`config.mk`:
```
export PLATFORM = sky130hd
export DESIGN_NAME = data_pipe_1ton
export DESIGN_NICKNAME = d
export VERILOG_FILES = /design/src/rtl/data_pipe_1ton.sv
export SDC_FILE = /design/constraint.sdc
export NUM_CORES = 1
export LEC_CHECK = 0
export ABC_AREA = 1
export CAP_MARGIN = 30
export CORE_ASPECT_RATIO = 2
export CORE_UTILIZATION = 34
export DETAILED_ROUTE_END_ITERATION = 10
export PLACE_DENSITY = 0.57
export RECOVER_POWER = 100
export SLEW_MARGIN = 40
export SYNTH_ARGS = -nofsm -noshare
export SYNTH_HDL_FRONTEND = slang
export SYNTH_SLANG_ARGS = --single-unit
```
`constraint.sdc`:
```
create_clock -name clock -period 1.2 [get_ports clock]
set_input_delay 0.12 -clock clock [delete_from_list [all_inputs] [get_ports clock]]
set_output_delay 0.12 -clock clock [all_outputs]
set_load 0.01 [all_outputs]
```
`src/rtl/data_pipe_1ton.sv`:
```
// Narrow-to-wide packer. NSIZE consecutive DSIZE-bit words are collected
// into one wide word. A group can be closed early with wr_last, and the
// lanes that hold real data are flagged in rd_keep.
module data_pipe_1ton #(
  parameter int unsigned DSIZE     = 4,
  parameter int unsigned NSIZE     = 2,
  parameter bit          MSB_FIRST = 1'b1
) (
  input  logic                   clock,
  input  logic                   rst,
  input  logic [DSIZE-1:0]       wr_data,
  input  logic                   wr_vld,
  input  logic                   wr_last,
  output logic                   wr_ready,
  output logic [DSIZE*NSIZE-1:0] rd_data,
  output logic                   rd_vld,
  output logic [NSIZE-1:0]       rd_keep,
  output logic                   rd_last,
  input  logic                   rd_ready
);

  localparam int unsigned      CW       = $clog2(NSIZE);
  localparam logic [CW-1:0]    CNT_MAX  = CW'(NSIZE - 1);
  localparam logic [NSIZE-1:0] KEEP_ALL = '1;

  logic [CW-1:0]          cnt;
  logic [DSIZE*NSIZE-1:0] asm_q;
  logic [DSIZE*NSIZE-1:0] asm_next;
  logic [NSIZE-1:0]       keep_next;
  logic [CW-1:0]          lane;
  logic                   accept;
  logic                   done;

  // Output slot is free when empty or being drained in this same cycle.
  assign wr_ready  = !rd_vld || rd_ready;
  assign accept    = wr_vld && wr_ready;
  assign done      = (cnt == CNT_MAX) || wr_last;
  // Physical lane in the wide word for the word at fill position cnt.
  assign lane      = MSB_FIRST ? (CNT_MAX - cnt) : cnt;
  // Fill-order lanes 0..cnt are populated.
  assign keep_next = KEEP_ALL >> (CNT_MAX - cnt);

  // Assembly register with the incoming word merged into its lane.
  always_comb begin
    asm_next = asm_q;
    for (int unsigned l = 0; l < NSIZE; l++) begin
      if (l == 32'(lane)) begin
        asm_next[l*DSIZE +: DSIZE] = wr_data;
      end
    end
  end

  // Fill counter, assembly register and output register.
  always_ff @(posedge clock) begin
    if (rst) begin
      cnt     <= '0;
      asm_q   <= '0;
      rd_data <= '0;
      rd_vld  <= 1'b0;
      rd_keep <= '0;
      rd_last <= 1'b0;
    end else begin
      if (rd_vld && rd_ready) begin
        rd_vld <= 1'b0;
      end
      if (accept) begin
        if (done) begin
          // Completion overrides the release above, so a back-to-back
          // group replaces the old word without a bubble.
          rd_data <= asm_next;
          rd_vld  <= 1'b1;
          rd_keep <= keep_next;
          rd_last <= wr_last;
          cnt     <= '0;
          asm_q   <= '0;
        end else begin
          asm_q <= asm_next;
          cnt   <= cnt + CW'(1);
        end
      end
    end
  end

endmodule

```
==> results.txt <==
* Result of the run: complete, no violations
- For this configuration, the core starts out at a cell density of 0.356.
* Count of boundary I/O pins: 22
- The floorplan step defined a core boundary enclosing 0.00298 mm^2.
- Top area cells in the synthesized netlist: sky130_fd_sc_hd__dfxtp_1 40%, sky130_fd_sc_hd__nand2_1 24%, sky130_fd_sc_hd__inv_1 9.9%, sky130_fd_sc_hd__nand3_1 6.6%, sky130_fd_sc_hd__a21oi_1 5.2%
- Wire length after detailed routing: around 2200 um
- Leaving out filler cells and counting taps, the final layout contains approximately 230.
- Net count reported at finish: 212
- Synthesis-stage register bit count: 21
- Number of buffers added by the clock tree synthesis step: 3
* Clock skew: roughly 2.5 ps
- Number of global-route vias before repair: 906
- Of the cells placed in the final design, the portion with a size suffix greater than 1 is 0.104.
* Yosys cell types: 17
- Max Cap Viol: 0
- Max Slew Vio Count: 0
- 1st-pass router iterations: 4
- 0 antenna diodes ended up in the layout.
- The share of total power dissipated in the clock network is 0.292.
* Clock Pin Slew Worst Setup and Hold Paths: 70 ps
- Once detail routing completed, the nets flagged for antenna violations numbered 0.
- For the final routed database, the setup TNS stands at 0 ps.
- Clock tree from TritonCTS: done
* Data arrival time of the critical path: 1000 ps
- The initialized floorplan defines 28 standard-cell rows.
* WP data required: roughly 1100 ps
* Worst hold path class: register to register
- In this run the power spent charging and discharging nets is approximately 0.42 mW.
* Count of buffering cells on the critical path with inverters included: 3
* Wire length of the first global-routing pass: approximately 3600 um
- Pin count of the biggest net entering global routing: 13
- In the layout the commonest cells are 68 x sky130_fd_sc_hd__nand2_1, 29 x sky130_fd_sc_hd__inv_1, 20 x sky130_fd_sc_hd__dfxtp_1, 14 x sky130_fd_sc_hd__nand3_1, 13 x sky130_fd_sc_hd__dlygate4sd2_1.
- CTS H-tree lvls: 1
- IR analysis of the VDD net gives a maximum drop of 0.663 mV.
- Clock latency on the worst-skew pair, taken at its later pin, is 260 ps.
* Maximum fanout count along the critical path: 3
- Slowest library cell on the worst path: sky130_fd_sc_hd__clkdlybuf4s50_1
- Share of Yosys cell area claimed by the top area cell type: 0.396
- Inst Count DP: approximately 230
- Setup repair after global routing left no endpoint under its margin.
* Family of cells with the greatest summed delay on the critical path: buffers and inverters
* Starting DRT DRC Count: 14
* Leakage component of the power: between 0.7 and 0.8 nW
- Total overflow reported by the global router: 0
* Synth warnings: 0
* Via count: between 1000 and 1500
- Crit path cell chain: clkdlybuf4s50_1, inv_1, nand2_1, dlygate4sd2_1
- Synthesized area: around 0.0011 mm^2
* Leading cell type in the layout, fill and taps excluded: sky130_fd_sc_hd__nand2_1
- Clk Tree Root Cell: sky130_fd_sc_hd__clkbuf_8
- Total GRT Usage: 0.139
- Sequential Power Share: 0.491
* Minimum setup slack after placement: -205 ps
* Routed length per instance: between 9 and 10 um
* Final period utilization: 0.935
- Total half-perimeter wirelength after legalization and detailed placement: ~1800 um
- The synthesized design spends more area on one cell type than any other, namely sky130_fd_sc_hd__dfxtp_1.
- Summing all non-filler instances in the final layout gives an area of 0.00140 mm^2.
- Port buffering added 21 buffers.
- Routability-driven placement finished with a final weighted congestion of between 0.8 and 0.9.
- Post-DP Area: approximately 0.0014 mm^2
- Relative max-transition margin: 0.796
- Cell count after synthesis: roughly 170
* Sw frac: 0.273
- Hold Violations, Final: 0
- In this run the deepest clock path goes through 2 buffers.
- Post-Synthesis Mean Instance Area: 6.20 um^2
- The share of total power dissipated in combinational logic is 0.217.
- Using the TritonRoute via totals, the vias-per-cell ratio works out to 4.41.
- Dividing total power by cell area gives a power density of about 1100 mW/mm^2.
- Die Y: approximately 81 um
- Die area: around 0.0034 mm^2
* Portion of the post-synthesis area used by sequential elements: 0.396
- Hold buffers post-CTS: 0
- Final Critical Period: ~1100 ps
- Worst path max stage delay: 450 ps
- Counting every net in the synthesized netlist gives 180.
- Number of sinks on the clock net: 21
- Setup slack closes at just under 80 ps.
- Crit start category: primary input
* DRC: 0
- Static timing analysis puts the maximum clock frequency at slightly below 0.9 GHz.
* Crit path capture type: output pin
- Finish-stage setup viols: 0
* Antenna violations before repair: 0
* Layout-stage area growth over the synthesis result: 31.6%
* Setup CP Type: primary input to output pin
- Internal power contribution: 1.13 mW
- Worst-margin pin slew: 305 ps
- Die boundary width: between 40 and 50 um
sequential cells by signal, indices dropped and copies added, names as in the netlist:
| register | count |
|---|---|
| cnt | 1 |
| rd_keep | 2 |
| rd_data | 8 |
| rd_vld | 1 |
| asm_q | 8 |
| rd_last | 1 |
cells in the mapped netlist:
library cell	n
sky130_fd_sc_hd__clkinv_1	1
sky130_fd_sc_hd__buf_4	3
sky130_fd_sc_hd__nand2_1	68
sky130_fd_sc_hd__nand2_2	1
sky130_fd_sc_hd__a21oi_1	11
sky130_fd_sc_hd__inv_2	4
sky130_fd_sc_hd__nor2_2	1
sky130_fd_sc_hd__nor2_1	10
sky130_fd_sc_hd__o21ai_0	1
sky130_fd_sc_hd__clkbuf_1	1
sky130_fd_sc_hd__o21a_1	1
sky130_fd_sc_hd__inv_1	28
sky130_fd_sc_hd__buf_6	1
sky130_fd_sc_hd__nand3_1	14
sky130_fd_sc_hd__a21oi_4	1
sky130_fd_sc_hd__nor3_1	4
sky130_fd_sc_hd__dfxtp_1	21
layout make-up:
| cell class | count | area [um^2] |
|---|---|---|
| multi-input cells | 112 | 479 |
| flip-flops and latches | 21 | 422 |
| inverters | 33 | 124 |
| repair buffers | 32 | 289 |
| clock buffers | 4 | 45.0 |
| well taps | 30 | 37.5 |
| fillers | 303 | 1580 |
through the flow:
stage          utilization  power (mW)  hold slack, ps
2_1_floorplan            -       0.981             189
3_3_place_gp         0.459        1.14             452
3_5_place_dp         0.459        1.14             461
4_1_cts              0.469        1.58             469
5_1_grt              0.469        1.65             485
6_report             0.469        1.55             464
final timing paths:
path	slack (ps)	cells after the start	start	endpoint
max reg2reg	120	4	rd_vld	rd_keep[0]
min	460	2	rd_last	rd_last
min reg2reg	460	2	rd_last	rd_last
max	80	4	rd_ready	wr_ready
timing repair:
item	in CTS	in global routing
setup buffers	0	0
endpoints found under the setup margin	13	0
gates resized for setup	14	0
routing by layer:
layer | part of all wire | GRT usage
met4 | 0.025 | 0.0871
met2 | 0.56 | 0.264
met5 | 0 | 0
met1 | 0.40 | 0.135
met3 | 0.016 | 0.0200
worst reg2reg max path, stage by stage (launching register included):
cell and delay, ps:
sky130_fd_sc_hd__dfxtp_2 360, sky130_fd_sc_hd__nand2_1 90, sky130_fd_sc_hd__nand2_1 250, sky130_fd_sc_hd__nor2_1 110, sky130_fd_sc_hd__o21a_1 180
cell families (layout without fill, tap and decap cells):
logic type	after synthesis	after routing	share of synthesized area
AOI/OAI and AO/OA	14	14	0.0790
buffers and inverters	38	69	0.152
and+or+nand+nor	98	98	0.373
DFF	21	21	0.396
power by group through the flow:
| stage | clock network (mW) | registers (mW) | logic, mW |
|---|---|---|---|
| 3_5_place_dp | 0 | 0.779 | 0.364 |
| 6_report | 0.454 | 0.762 | 0.337 |
| 5_1_grt | 0.506 | 0.767 | 0.380 |
| 4_1_cts | 0.473 | 0.763 | 0.342 |
| 3_3_place_gp | 0 | 0.778 | 0.359 |
| 2_1_floorplan | 0 | 0.790 | 0.191 |
Power figures use the tool's default switching activity.
